`src/rtl/spi_target_pkg.sv`:
```
// Types and SPI mode constants shared by the SPI target and initiator.
// Mode 3: SCK idles high, data launched on falling edge, sampled on rising edge.
package spi_target_pkg;

  typedef enum logic {
    IDLE   = 1'b0,
    ACTIVE = 1'b1
  } state_t;

  localparam logic SPI_CPOL = 1'b1;
  localparam logic SPI_CPHA = 1'b1;
  localparam int   SPI_MODE = 3;

  // Reset values of the synchronizers match an idle, deselected bus.
  localparam logic SCK_IDLE = SPI_CPOL;
  localparam logic CS_IDLE  = 1'b1;
  localparam logic SDI_IDLE = 1'b0;

endpackage

```
`src/rtl/spi_target_sync_edge.sv`:
```
// N-stage synchronizer for one asynchronous input with rise/fall pulses on the
// synchronized value; pulses are combinational, one clk cycle wide.
module sync_edge #(
  parameter int   STAGES  = 2,
  parameter logic RST_VAL = 1'b0
) (
  input  logic clk,
  input  logic rst_n,
  input  logic d,
  output logic rise,
  output logic fall
);

  logic [STAGES-1:0] chain;
  logic              prev;
  logic              q;

  always_ff @(posedge clk or negedge rst_n) begin
    if (!rst_n) begin
      chain <= {STAGES{RST_VAL}};
      prev  <= RST_VAL;
    end else begin
      chain[0] <= d;
      for (int i = 1; i < STAGES; i++) begin
        chain[i] <= chain[i-1];
      end
      prev <= q;
    end
  end

  assign q    = chain[STAGES-1];
  assign rise = q & ~prev;
  assign fall = ~q & prev;

endmodule

```
`src/rtl/spi_target.sv`:
```
// SPI mode-3 target: oversampled SCK/CS/SDI, full-duplex shift of a SIZE-bit frame,
// with a loadable reply shadow and valid/error pulses when the frame closes.
module spi_target
  import spi_target_pkg::*;
#(
  parameter int SIZE        = 40,
  parameter int SYNC_STAGES = 2
) (
  input  logic            clk_in,
  input  logic            reset_n_in,
  input  logic            clk_in_spi,
  input  logic            cs_in_n,
  input  logic            serial_in,
  output logic            serial_out,
  output logic            serial_oe_out,
  input  logic [SIZE-1:0] data_in,
  input  logic            load_in,
  output logic [SIZE-1:0] data_out,
  output logic            r_valid_out,
  output logic            r_error_out,
  output logic            r_busy_out
);

  localparam int            CW       = $clog2(SIZE + 2);
  localparam logic [CW-1:0] CNT_FULL = CW'(SIZE);
  localparam logic [CW-1:0] CNT_MAX  = CW'(SIZE + 1);

  state_t                 state, state_nxt;
  logic                   sck_rise, sck_fall, cs_rise, cs_fall;
  logic [SYNC_STAGES-1:0] sdi_sync;
  logic                   sdi_s;
  logic [SIZE-1:0]        shadow, tx_shift, rx_shift;
  logic [CW-1:0]          bit_cnt;
  logic                   start, stop;

  sync_edge #(.STAGES(SYNC_STAGES), .RST_VAL(SCK_IDLE)) u_sck_sync (
    .clk   (clk_in),
    .rst_n (reset_n_in),
    .d     (clk_in_spi),
    .rise  (sck_rise),
    .fall  (sck_fall)
  );

  sync_edge #(.STAGES(SYNC_STAGES), .RST_VAL(CS_IDLE)) u_cs_sync (
    .clk   (clk_in),
    .rst_n (reset_n_in),
    .d     (cs_in_n),
    .rise  (cs_rise),
    .fall  (cs_fall)
  );

  // SDI has the same depth as SCK so each sampled bit lines up with its edge.
  always_ff @(posedge clk_in or negedge reset_n_in) begin
    if (!reset_n_in) begin
      sdi_sync <= {SYNC_STAGES{SDI_IDLE}};
    end else begin
      sdi_sync[0] <= serial_in;
      for (int i = 1; i < SYNC_STAGES; i++) begin
        sdi_sync[i] <= sdi_sync[i-1];
      end
    end
  end
  assign sdi_s = sdi_sync[SYNC_STAGES-1];

  always_ff @(posedge clk_in or negedge reset_n_in) begin
    if (!reset_n_in) state <= IDLE;
    else             state <= state_nxt;
  end

  always_comb begin
    state_nxt = state;
    start     = 1'b0;
    stop      = 1'b0;
    if (state == IDLE && cs_fall) begin
      state_nxt = ACTIVE;
      start     = 1'b1;
    end else if (state == ACTIVE && cs_rise) begin
      state_nxt = IDLE;
      stop      = 1'b1;
    end
  end

  always_ff @(posedge clk_in or negedge reset_n_in) begin
    if (!reset_n_in) begin
      shadow      <= '0;
      tx_shift    <= '0;
      rx_shift    <= '0;
      data_out    <= '0;
      bit_cnt     <= '0;
      r_valid_out <= 1'b0;
      r_error_out <= 1'b0;
    end else begin
      r_valid_out <= 1'b0;
      r_error_out <= 1'b0;
      if (load_in) shadow <= data_in;
      if (start) begin
        // Reads the pre-load shadow, so a coincident load lands in the next frame.
        tx_shift <= shadow;
        rx_shift <= '0;
        bit_cnt  <= '0;
      end else if (stop) begin
        if (bit_cnt == CNT_FULL) begin
          data_out    <= rx_shift;
          r_valid_out <= 1'b1;
        end else begin
          r_error_out <= 1'b1;
        end
      end else if (state == ACTIVE) begin
        if (sck_rise) begin
          rx_shift <= {rx_shift[SIZE-2:0], sdi_s};
          if (bit_cnt != CNT_MAX) bit_cnt <= bit_cnt + CW'(1);
        end
        // The leading falling edge of mode 3 precedes any sample and must not shift.
        if (sck_fall && bit_cnt != '0) begin
          tx_shift <= {tx_shift[SIZE-2:0], 1'b0};
        end
      end
    end
  end

  assign serial_oe_out = (state == ACTIVE);
  assign r_busy_out    = (state == ACTIVE);
  assign serial_out    = (state == ACTIVE) & tx_shift[SIZE-1];

endmodule

```
`config.mk`:
```
export PLATFORM = sky130hd
export DESIGN_NAME = spi_target
export DESIGN_NICKNAME = d
export VERILOG_FILES = /design/src/rtl/spi_target_pkg.sv /design/src/rtl/spi_target_sync_edge.sv /design/src/rtl/spi_target.sv
export SDC_FILE = /design/constraint.sdc
export NUM_CORES = 1
export LEC_CHECK = 0
export CORE_UTILIZATION = 30
export CTS_CLUSTER_SIZE = 28
export DETAILED_ROUTE_END_ITERATION = 10
export PLACE_DENSITY_LB_ADDON = 0.12
export SYNTH_ARGS = -nofsm -noshare
export SYNTH_HDL_FRONTEND = slang
export SYNTH_SLANG_ARGS = --single-unit
export TNS_END_PERCENT = 50
```
`constraint.sdc`:
```
create_clock -name clk_in -period 2.4 [get_ports clk_in]
set_input_delay 0.48 -clock clk_in [delete_from_list [all_inputs] [get_ports clk_in]]
set_output_delay 0.48 -clock clk_in [all_outputs]
set_load 0.05 [all_outputs]
```
==> results.py, run 1 <==
metrics = {
    "detailed_routing": {
        "viasPerCell": 4.50,
        "wire_per_inst_microns": 13.5,
        "vias": 4653,
        "routed_wl_microns": 13900,
        "dr.pass1.iters": 4,
        "drt_iter0_drc": 193,
        "drc": 0,
        "detail-route-antenna-nets": 0,
    },
    "yosys": {
        "synth-edff-count": 0,
        "dominantRegCellSynth": "dfrtp_1",
        "synth_cell_type_count": 32,
        "synth_top_area_share": 0.592,
        "synth_area_sq_mm": 0.00723,
        "synthTopCellsByCount": "nand2_1 (201), dfrtp_1 (171), mux2_2 (117), nand3_1 (44), buf_1 (11)",
        "yosysWarnings": 0,
        "syn_nets": 667,
        "seq_area_frac_synth": 0.614,
        "syn-instance-count": 618,
        "syn_avg_cell_area_sq_um": 11.7,
        "ys_ff_latch": 177,
        "async_flop_share": 1.00,
        "synth_area_leader_cell": "dfrtp_1",
        "ys_top_cells_by_area": "dfrtp_1 (59%), mux2_2 (18%), nand2_1 (10%), nand3_1 (3.0%), dfstp_2 (2.2%)",
        "synth_most_common_cell": "nand2_1",
    },
    "critical_path": {
        "regToRegSetupSlack_ps": 360,
        "cp_slowest_stage_delay_ps": 830,
        "cp_top_family": "buffers and inverters",
        "arrival_ps": 1620,
        "end_kind": "primary output",
        "crit_path_max_fanout": 2,
        "required_ps": 1920,
        "path_buf_inv": 1,
        "cpMaxStageDelayCell": "clkdlybuf4s50_1",
        "worst-path-stages": 1,
        "worstPathCellList": "clkdlybuf4s50_1",
        "criticalPathCategory": "flop to primary output",
        "r2r_cells": 5,
        "start_kind": "flop",
    },
    "placement": {
        "postPlaceCellArea_sq_mm": 0.00856,
        "gp_congestion": 0.681,
        "port_buffers": 90,
        "dp_cells": 1003,
        "dp_hpwl_microns": 9190,
    },
    "final_layout": {
        "num_antenna_cells": 0,
        "instances_no_fill": 1035,
        "final_util": 0.387,
        "final_area_sq_mm": 0.00912,
        "layout-drive-gt1-share": 0.244,
        "final_nets": 752,
        "synthToLayoutAreaGrowth_pct": 26.2,
    },
    "floorplanning": {
        "initial_core_util": 0.307,
        "dieHeight_microns": 157,
        "dieArea_sq_mm": 0.0247,
        "ioPinCount": 91,
        "core.rowCount": 56,
        "die_w_microns": 157,
        "core-area_sq_mm": 0.0235,
    },
    "timing": {
        "tns_ps": 0,
        "fin_crit_ps": 2100,
        "finalClockSkew_ps": 10.4,
        "rsz0062_at_grt": "no",
        "fin_crit_sh": 0.876,
        "relSlewSlack": 0.638,
        "drv_slew": 0,
        "setup_viol": 0,
        "hold_viol": 0,
        "fmax_mhz": 476,
        "tightestPinTransition_ps": 543,
    },
    "clock_tree": {
        "cts_tree": "yes",
        "cts_sinks": 177,
        "cts_max_path_buffers": 2,
        "cts-root-buf": "clkbuf_16",
        "post_cts_buffers": 0,
        "cts_inserted_buffers": 17,
        "clkLatencyLatePin_ps": 430,
        "hold_buffers": 0,
        "clk_pin_slew_worst_paths_ps": 70,
        "htreeDepth": 4,
    },
    "grt": {
        "use_met1": 0.163,
        "grt_pass1_vias": 4751,
        "grt_overflow": 0,
        "met2_usage": 0.202,
        "grt-busiest-layer": "met2",
        "antenna_found_initial": 0,
        "grt_max_degree": 64,
        "grt_pass1_wl_microns": 24100,
        "grt_usage": 0.125,
        "grt_util_met3": 0.0297,
    },
    "run_status": {
        "status": "finished, final reports clean",
    },
    "job": {
        "drv_cap": 0,
    },
    "power": {
        "ir_worst_vdd_mv": 0.372,
        "p_per_area_mw_per_mm2": 818,
        "p_leak_nw": 4.36,
        "power.total_w": 0.00747,
    },
    "hold_path": {
        "holdCritPathClass": "primary input to asynchronous set/reset pin",
    },
}
## final timing paths
| kind | endpoint | start |
|---|---|---|
| hold / removal | r_valid_out$_DFF_PN0_ | reset_n_in |
| max in group asynchronous | shadow[3]$_DFFE_PN0P_ | reset_n_in |
| setup / recovery | data_out[0] | data_out[0]$_DFFE_PN0P_ |
| setup reg to reg | tx_shift[35]$_DFFE_PN0P_ | u_cs_sync.prev$_DFF_PN1_ |
| hold reg to reg | u_sck_sync.chain[1]$_DFF_PN1_ | u_sck_sync.chain[0]$_DFF_PN1_ |
| min in group clk_in | u_sck_sync.chain[1]$_DFF_PN1_ | u_sck_sync.chain[0]$_DFF_PN1_ |
## cells in the final DEF (no fill, tap or decap), drive strengths merged, types with 2 or more instances in the layout
cell and n:
a21oi 2, a22o 2, a31oi 2, and3 2, buf 15, clkbuf 20
clkdlybuf4s50 85, clkinvlp 4, dfrtp 171, dfstp 6, ha 3, inv 11
mux2 120, nand2 201, nand3 44, nand4b 3, nand4bb 2, nor2 4
o21ai 4, xnor2 2
## area by class of cell
class                      instances  area [sq um]
fill                            2307         14400
tap                              319           399
clock buffer                      19           443
sequential                       177          4440
timing repair buffer             103          1080
inverter                           3          11.3
clock inverter                    13           114
multi-input combinational        401          2630
## stage by stage
step                hold WS (ps)  setup slack [ps]
floorplan                    184               262
global placement             349               373
detailed placement           353               333
CTS                         42.9              4.86
global route                52.4               206
finish                      2.32               297
## cells by family after synthesis
logic type | count (synthesis) | synth area share
AO/OA/AOI/OAI | 12 | 0.0118
XOR/XNOR | 2 | 0.00242
multiplexers | 120 | 0.187
buffers and inverters | 40 | 0.0253
AND/OR/NAND/NOR | 264 | 0.154
adder cells (fa/ha/maj) | 3 | 0.00520
flip-flops | 177 | 0.614
## where the power goes
part | switching, W | leakage [nW] | internal [W]
combinational | 0.000539 | 1.80 | 0.000604
sequential | 0.000271 | 2.30 | 0.00342
clock | 0.00124 | 0.262 | 0.00139
## flip-flops by register name, summed over array words and instances (netlist names), 2 cells and up
register	flops
bit_cnt	6
shadow	40
sdi_sync	2
data_out	40
u_sck_sync.chain	2
tx_shift	40
u_cs_sync.chain	2
rx_shift	40
## routing by layer
metal  vias up  wire length (microns)
met5         -                      0
met3        13                    570
met4         0                    181
li1       2246                      -
met2        81                   6690
met1      2313                   6480
## timing repair
action                                  CTS  global route
endpoints found under the setup margin    1             1
hold endpoints to repair                  0             0
gates resized for setup                   1             1
Note: power is estimated with default switching activity, not from simulation.
==> run 2, diff against run 1 <==
CORE_UTILIZATION = 60   (was 30)
DONT_BUFFER_PORTS = 1   (was unset)
PLACE_DENSITY = 0.78   (was unset)
PLACE_DENSITY_LB_ADDON = unset   (was 0.12)
==> run 2 against run 1 <==
  * The run now ends with design-rule violations, negative hold slack left
  * Via count down 5.5%
  * Sequential share of layout area up 6.7 points
  * First-iteration DRC count up 52%
  * Sequential cell count unchanged
  * Die area down 49%
==> results.py, run 2 (synthesis gave the netlist of run 1 again) <==
metrics = {
    "hold_path": {
        "holdCritPathClass": "primary input to asynchronous set/reset pin",
    },
    "grt": {
        "grt_max_degree": 178,
        "grt_usage": 0.225,
        "grt_pass1_vias": 4566,
        "grt_pass1_wl_microns": 22000,
        "antenna_found_initial": 2,
        "grt_overflow": 0,
    },
    "placement": {
        "dp_hpwl_microns": 8000,
        "port_buffers": 0,
        "gp_congestion": 0.742,
        "dp_cells": 733,
    },
    "clock_tree": {
        "cts_inserted_buffers": 17,
        "cts_max_path_buffers": 2,
        "cts_tree": "yes",
        "clk_pin_slew_worst_paths_ps": 60,
        "cts_sinks": 177,
        "cts-root-buf": "clkbuf_16",
        "post_cts_buffers": 0,
        "htreeDepth": 4,
        "post_cts_resized": 0,
        "clkLatencyLatePin_ps": 430,
    },
    "final_layout": {
        "regArea_sq_mm": 0.00444,
        "final_cell_mix": "nand2_1 (201), dfrtp_1 (171), mux2_2 (117), nand3_1 (44), clkbuf_16 (17)",
        "fill_cells": 817,
        "instances_no_fill": 766,
        "multi_input_area_sq_mm": 0.00263,
        "synthToLayoutAreaGrowth_pct": 11.0,
        "final_nets": 658,
        "layout-drive-gt1-share": 0.267,
        "mostFrequentLayoutCell": "nand2_1",
    },
    "detailed_routing": {
        "drt_iter0_drc": 294,
        "detail-route-antenna-nets": 0,
        "dr.pass1.iters": 8,
        "routed_wl_microns": 12800,
        "drc": 20,
        "wire_per_inst_microns": 16.7,
        "viasPerCell": 5.74,
        "vias": 4395,
    },
    "timing": {
        "drv_slew": 0,
        "tns_ps": 0,
        "relSlewSlack": 0.565,
        "fin_crit_ps": 2120,
        "rsz0062_at_grt": "no",
        "fin_crit_sh": 0.883,
        "tightestPinTransition_ps": 653,
        "setup_viol": 0,
        "finalClockSkew_ps": 5.42,
        "hold_viol": 171,
        "fmax_mhz": 472,
        "holdWs_ps": -254,
    },
    "critical_path": {
        "required_ps": 2720,
        "arrival_ps": 2440,
        "start_kind": "flop",
        "regToRegSetupSlack_ps": 280,
        "end_kind": "flop",
        "crit_path_max_fanout": 64,
        "criticalPathCategory": "flop to flop",
    },
    "floorplanning": {
        "dieArea_sq_mm": 0.0125,
        "ioPinCount": 91,
        "initial_core_util": 0.625,
        "dieHeight_microns": 112,
        "core-area_sq_mm": 0.0116,
        "die_w_microns": 112,
        "core.rowCount": 39,
    },
    "run_status": {
        "status": "complete, but fails checks",
        "failed_checks": "design-rule violations, negative hold slack",
    },
    "power": {
        "p_per_area_mw_per_mm2": 961,
        "power.total_w": 0.00771,
        "ir_worst_vdd_mv": 0.595,
        "p_leak_nw": 4.03,
    },
    "job": {
        "drv_cap": 0,
    },
}
[run 2: changes by cell type in the layout (fill, tap and decap cells not counted), sizes merged]
cell | before | now
buf | 15 | 9
bufinv | 0 | 4
clkbuf | 20 | 25
clkdlybuf4s50 | 85 | 0
clkinv | 1 | 2
clkinvlp | 4 | 1
diode | 0 | 1
dlygate4sd2 | 1 | 0
dlymetal6s2s | 1 | 0
inv | 11 | 3
[run 2: layout make-up]
cell class / count / share of cell area
repair buffers: 9 / 0.0131
clock buffers: 25 / 0.0642
flip-flops and latches: 177 / 0.553
diodes: 1 / 0.000312
clock inverters: 7 / 0.0181
well taps: 143 / 0.0223
multi-input cells: 401 / 0.328
inverters: 3 / 0.00140
[run 2: stage by stage]
stage	area [sq um]	setup slack [ps]	utilization
6_report	8020	281	0.694
5_1_grt	8020	208	0.694
4_1_cts	8020	296	0.694
3_5_place_dp	7360	317	0.636
3_3_place_gp	7360	387	0.636
2_1_floorplan	7230	262	-
[run 2: power by group]
group	switching [W]	internal, W	total (W)
clock network	0.00108	0.00191	0.00300
registers	0.000292	0.00342	0.00372
logic	0.000475	0.000525	0.000999
total	0.00185	0.00586	0.00771
[run 2: final timing paths]
check | from | endpoint | cells after the start
worst max-delay path | u_cs_sync.prev$_DFF_PN1_ | tx_shift[17]$_DFFE_PN0P_ | 5
worst min-delay path | reset_n_in | data_out[3]$_DFFE_PN0P_ | 0
worst max register to register | u_cs_sync.prev$_DFF_PN1_ | tx_shift[17]$_DFFE_PN0P_ | 5
worst min register to register | sdi_sync[0]$_DFF_PN0_ | sdi_sync[1]$_DFF_PN0_ | 0
max in group asynchronous | reset_n_in | u_sck_sync.chain[0]$_DFF_PN1_ | 0
min in group clk_in | cs_in_n | u_cs_sync.chain[0]$_DFF_PN1_ | 0
[run 2: layer usage]
| layer | track usage | vias to the layer above | wire [microns] |
|---|---|---|---|
| met5 | 0 | - | 13 |
| met4 | 0.0757 | 2 | 163 |
| met3 | 0.0784 | 21 | 726 |
| met2 | 0.362 | 115 | 6500 |
| met1 | 0.284 | 2201 | 5420 |
| li1 | - | 2056 | - |
[run 2: worst max-delay path, cell delays in order, from the launching register on]
cell and delay (ps):
dfstp_2 590, or3b_4 520, buf_4 390, nand2_1 160
nand2_1 80, mux2_2 260
==> run 3, diff against run 2 <==
ABC_AREA = 1   (was unset)
CORE_MARGIN = 5   (was unset)
CTS_CLUSTER_SIZE = 16   (was 28)
==> run 3 against run 2 <==
  * The run ends with negative hold slack left
  * Via count rose by 19%
  * Final area rose by 0.95%
  * Setup slack improved by 82 ps
  * Synthesized cell count rose by 33%
  * Die area rose by 19%
  * Wire length rose by 12%
  * Largest cell class unchanged
  * Highest routed layer is now met4
==> results.py, run 3 <==
metrics = {
    "final_layout": {
        "mostFrequentLayoutCell": "nand2_1",
        "synthToLayoutAreaGrowth_pct": 7.35,
        "final_util": 0.650,
        "final_cell_mix": "nand2_1 (228), dfrtp_1 (171), o21ai_0 (113), inv_1 (90), nand3_1 (84)",
        "final_nets": 846,
        "fill_cells": 1006,
        "layout-drive-gt1-share": 0.117,
        "instances_no_fill": 982,
        "num_antenna_cells": 0,
    },
    "detailed_routing": {
        "dr.pass1.iters": 5,
        "drt_iter0_drc": 406,
        "wire_per_inst_microns": 14.6,
        "viasPerCell": 5.31,
        "vias": 5211,
        "routed_wl_microns": 14300,
        "drt-met1-wl_microns": 6150,
        "wl_met2_microns": 7060,
        "drc": 0,
        "top_layer": "met4",
        "detail-route-antenna-nets": 0,
        "wl_met3_microns": 749,
    },
    "power": {
        "ir_worst_vdd_mv": 0.526,
        "p_leak_nw": 3.94,
        "p_per_area_mw_per_mm2": 890,
    },
    "clock_tree": {
        "clk_pin_slew_worst_paths_ps": 60,
        "htreeDepth": 4,
        "cts-root-buf": "clkbuf_16",
        "clkLatencyLatePin_ps": 430,
        "cts_inserted_buffers": 17,
        "post_cts_resized": 0,
        "cts_max_path_buffers": 2,
        "cts_sinks": 177,
        "post_cts_buffers": 0,
        "cts_tree": "yes",
    },
    "floorplanning": {
        "die_w_microns": 122,
        "core.rowCount": 41,
        "core-area_sq_mm": 0.0125,
        "initial_core_util": 0.605,
        "dieHeight_microns": 122,
        "dieArea_sq_mm": 0.0149,
        "ioPinCount": 91,
    },
    "critical_path": {
        "r2r_cells": 8,
        "regToRegStartpoint": "u_cs_sync.chain[1]$_DFF_PN1_",
        "regToRegSetupSlack_ps": 360,
        "cp-startpoint": "u_cs_sync.chain[1]$_DFF_PN1_",
        "arrival_ps": 2350,
        "end_kind": "flop",
        "start_kind": "flop",
        "crit_path_max_fanout": 89,
        "r2r-end": "bit_cnt[4]$_DFFE_PN0P_",
        "criticalPathCategory": "flop to flop",
        "required_ps": 2720,
    },
    "hold_path": {
        "holdCritPathClass": "primary input to asynchronous set/reset pin",
    },
    "timing": {
        "hold_viol": 171,
        "rsz0062_at_grt": "no",
        "tns_ps": 0,
        "fmax_mhz": 491,
        "finalClockSkew_ps": 9.16,
        "setup_viol": 0,
        "fin_crit_sh": 0.849,
        "tightestPinTransition_ps": 741,
        "drv_slew": 0,
        "fin_crit_ps": 2040,
        "relSlewSlack": 0.506,
        "holdWs_ps": -249,
    },
    "yosys": {
        "yosysWarnings": 0,
        "synth_area_leader_cell": "dfrtp_1",
        "synth-edff-count": 0,
        "synth_area_sq_mm": 0.00755,
        "syn_avg_cell_area_sq_um": 9.17,
        "syn-instance-count": 823,
        "synth_cell_type_count": 24,
        "seq_area_frac_synth": 0.588,
        "ys_top_cells_by_area": "dfrtp_1 (57%), nand2_1 (11%), o21ai_0 (7.5%), nand3_1 (5.6%), o21ai_2 (4.8%)",
        "dominantRegCellSynth": "dfrtp_1",
        "synthTopCellsByCount": "nand2_1 (228), dfrtp_1 (171), o21ai_0 (113), inv_1 (90), nand3_1 (84)",
        "synth_most_common_cell": "nand2_1",
        "syn_nets": 872,
        "synth_top_area_share": 0.567,
        "ys_ff_latch": 177,
        "async_flop_share": 1.00,
    },
    "job": {
        "drv_cap": 0,
    },
    "run_status": {
        "status": "complete, but fails checks",
        "failed_checks": "negative hold slack",
    },
    "grt": {
        "grt_usage": 0.205,
        "grt_pass1_wl_microns": 24100,
        "grt_overflow": 0,
        "antenna_found_initial": 0,
        "grt_pass1_vias": 5129,
        "grt_max_degree": 178,
    },
    "placement": {
        "gp_congestion": 0.827,
        "port_buffers": 0,
        "dp_hpwl_microns": 9100,
        "dp_cells": 950,
    },
}
[run 3: report_power, final]
part / total, W / internal, W / leakage [nW] / switching (W)
Combinational: 0.00101 / 0.000332 / 1.32 / 0.000673
Sequential: 0.00359 / 0.00336 / 2.34 / 0.000229
Clock: 0.00261 / 0.00149 / 0.281 / 0.00113
Total: 0.00721 / 0.00518 / 3.94 / 0.00203
[run 3: per-stage QoR]
stage	instance area, sq um	power (W)	setup slack [ps]
final	8100	0.00721	363
after global routing	8100	0.00758	126
after floorplan	7550	0.00443	784
after detailed placement	7540	0.00464	388
after global placement	7540	0.00455	525
after CTS	8100	0.00727	376
[run 3: worst max path at each step]
stage | end | slack, ps | cells past startpoint
floorplan | rx_shift[32]$_DFFE_PN0P_ | 780 | 7
global placement | bit_cnt[5]$_DFFE_PN0P_ | 530 | 8
detailed placement | bit_cnt[4]$_DFFE_PN0P_ | 390 | 8
CTS | bit_cnt[4]$_DFFE_PN0P_ | 380 | 8
global route | bit_cnt[5]$_DFFE_PN0P_ | 130 | 8
finish | bit_cnt[4]$_DFFE_PN0P_ | 360 | 8
[run 3: area by class of cell]
class	count	area, sq um	share of cell area
flip-flops and latches	177	4440	0.548
multi-input cells	502	2450	0.302
clock buffers	20	457	0.0564
inverters	91	342	0.0422
well taps	172	215	0.0266
clock inverters	12	106	0.0131
repair buffers	8	97.6	0.0120
[run 3: routing by layer]
layer  global-route usage  vias to the layer above
li1                     -                     2562
met1                0.263                     2489
met2                0.338                      134
met3               0.0487                       26
met4               0.0847                        0
met5                    0                        -
[run 3: cells by family (layout without fill, tap and decap cells)]
| logic type | Yosys count | after routing | share of synthesized area |
|---|---|---|---|
| AND/OR/NAND/NOR | 335 | 335 | 0.186 |
| flip-flops | 177 | 177 | 0.588 |
| AO/OA/AOI/OAI | 160 | 160 | 0.127 |
| buffers and inverters | 144 | 131 | 0.0895 |
| adder cells (fa/ha/maj) | 3 | 3 | 0.00497 |
| XOR/XNOR | 3 | 3 | 0.00348 |
| multiplexers | 1 | 1 | 0.00149 |
[run 3: critical path, stage by stage (launching register included)]
cell and delay (ps):
dfstp_2 550, nor2_2 60, nand2_4 80, buf_4 590, inv_1 240, nor2_1 150
nor2_1 80, nand2_1 80, nand2_1 60
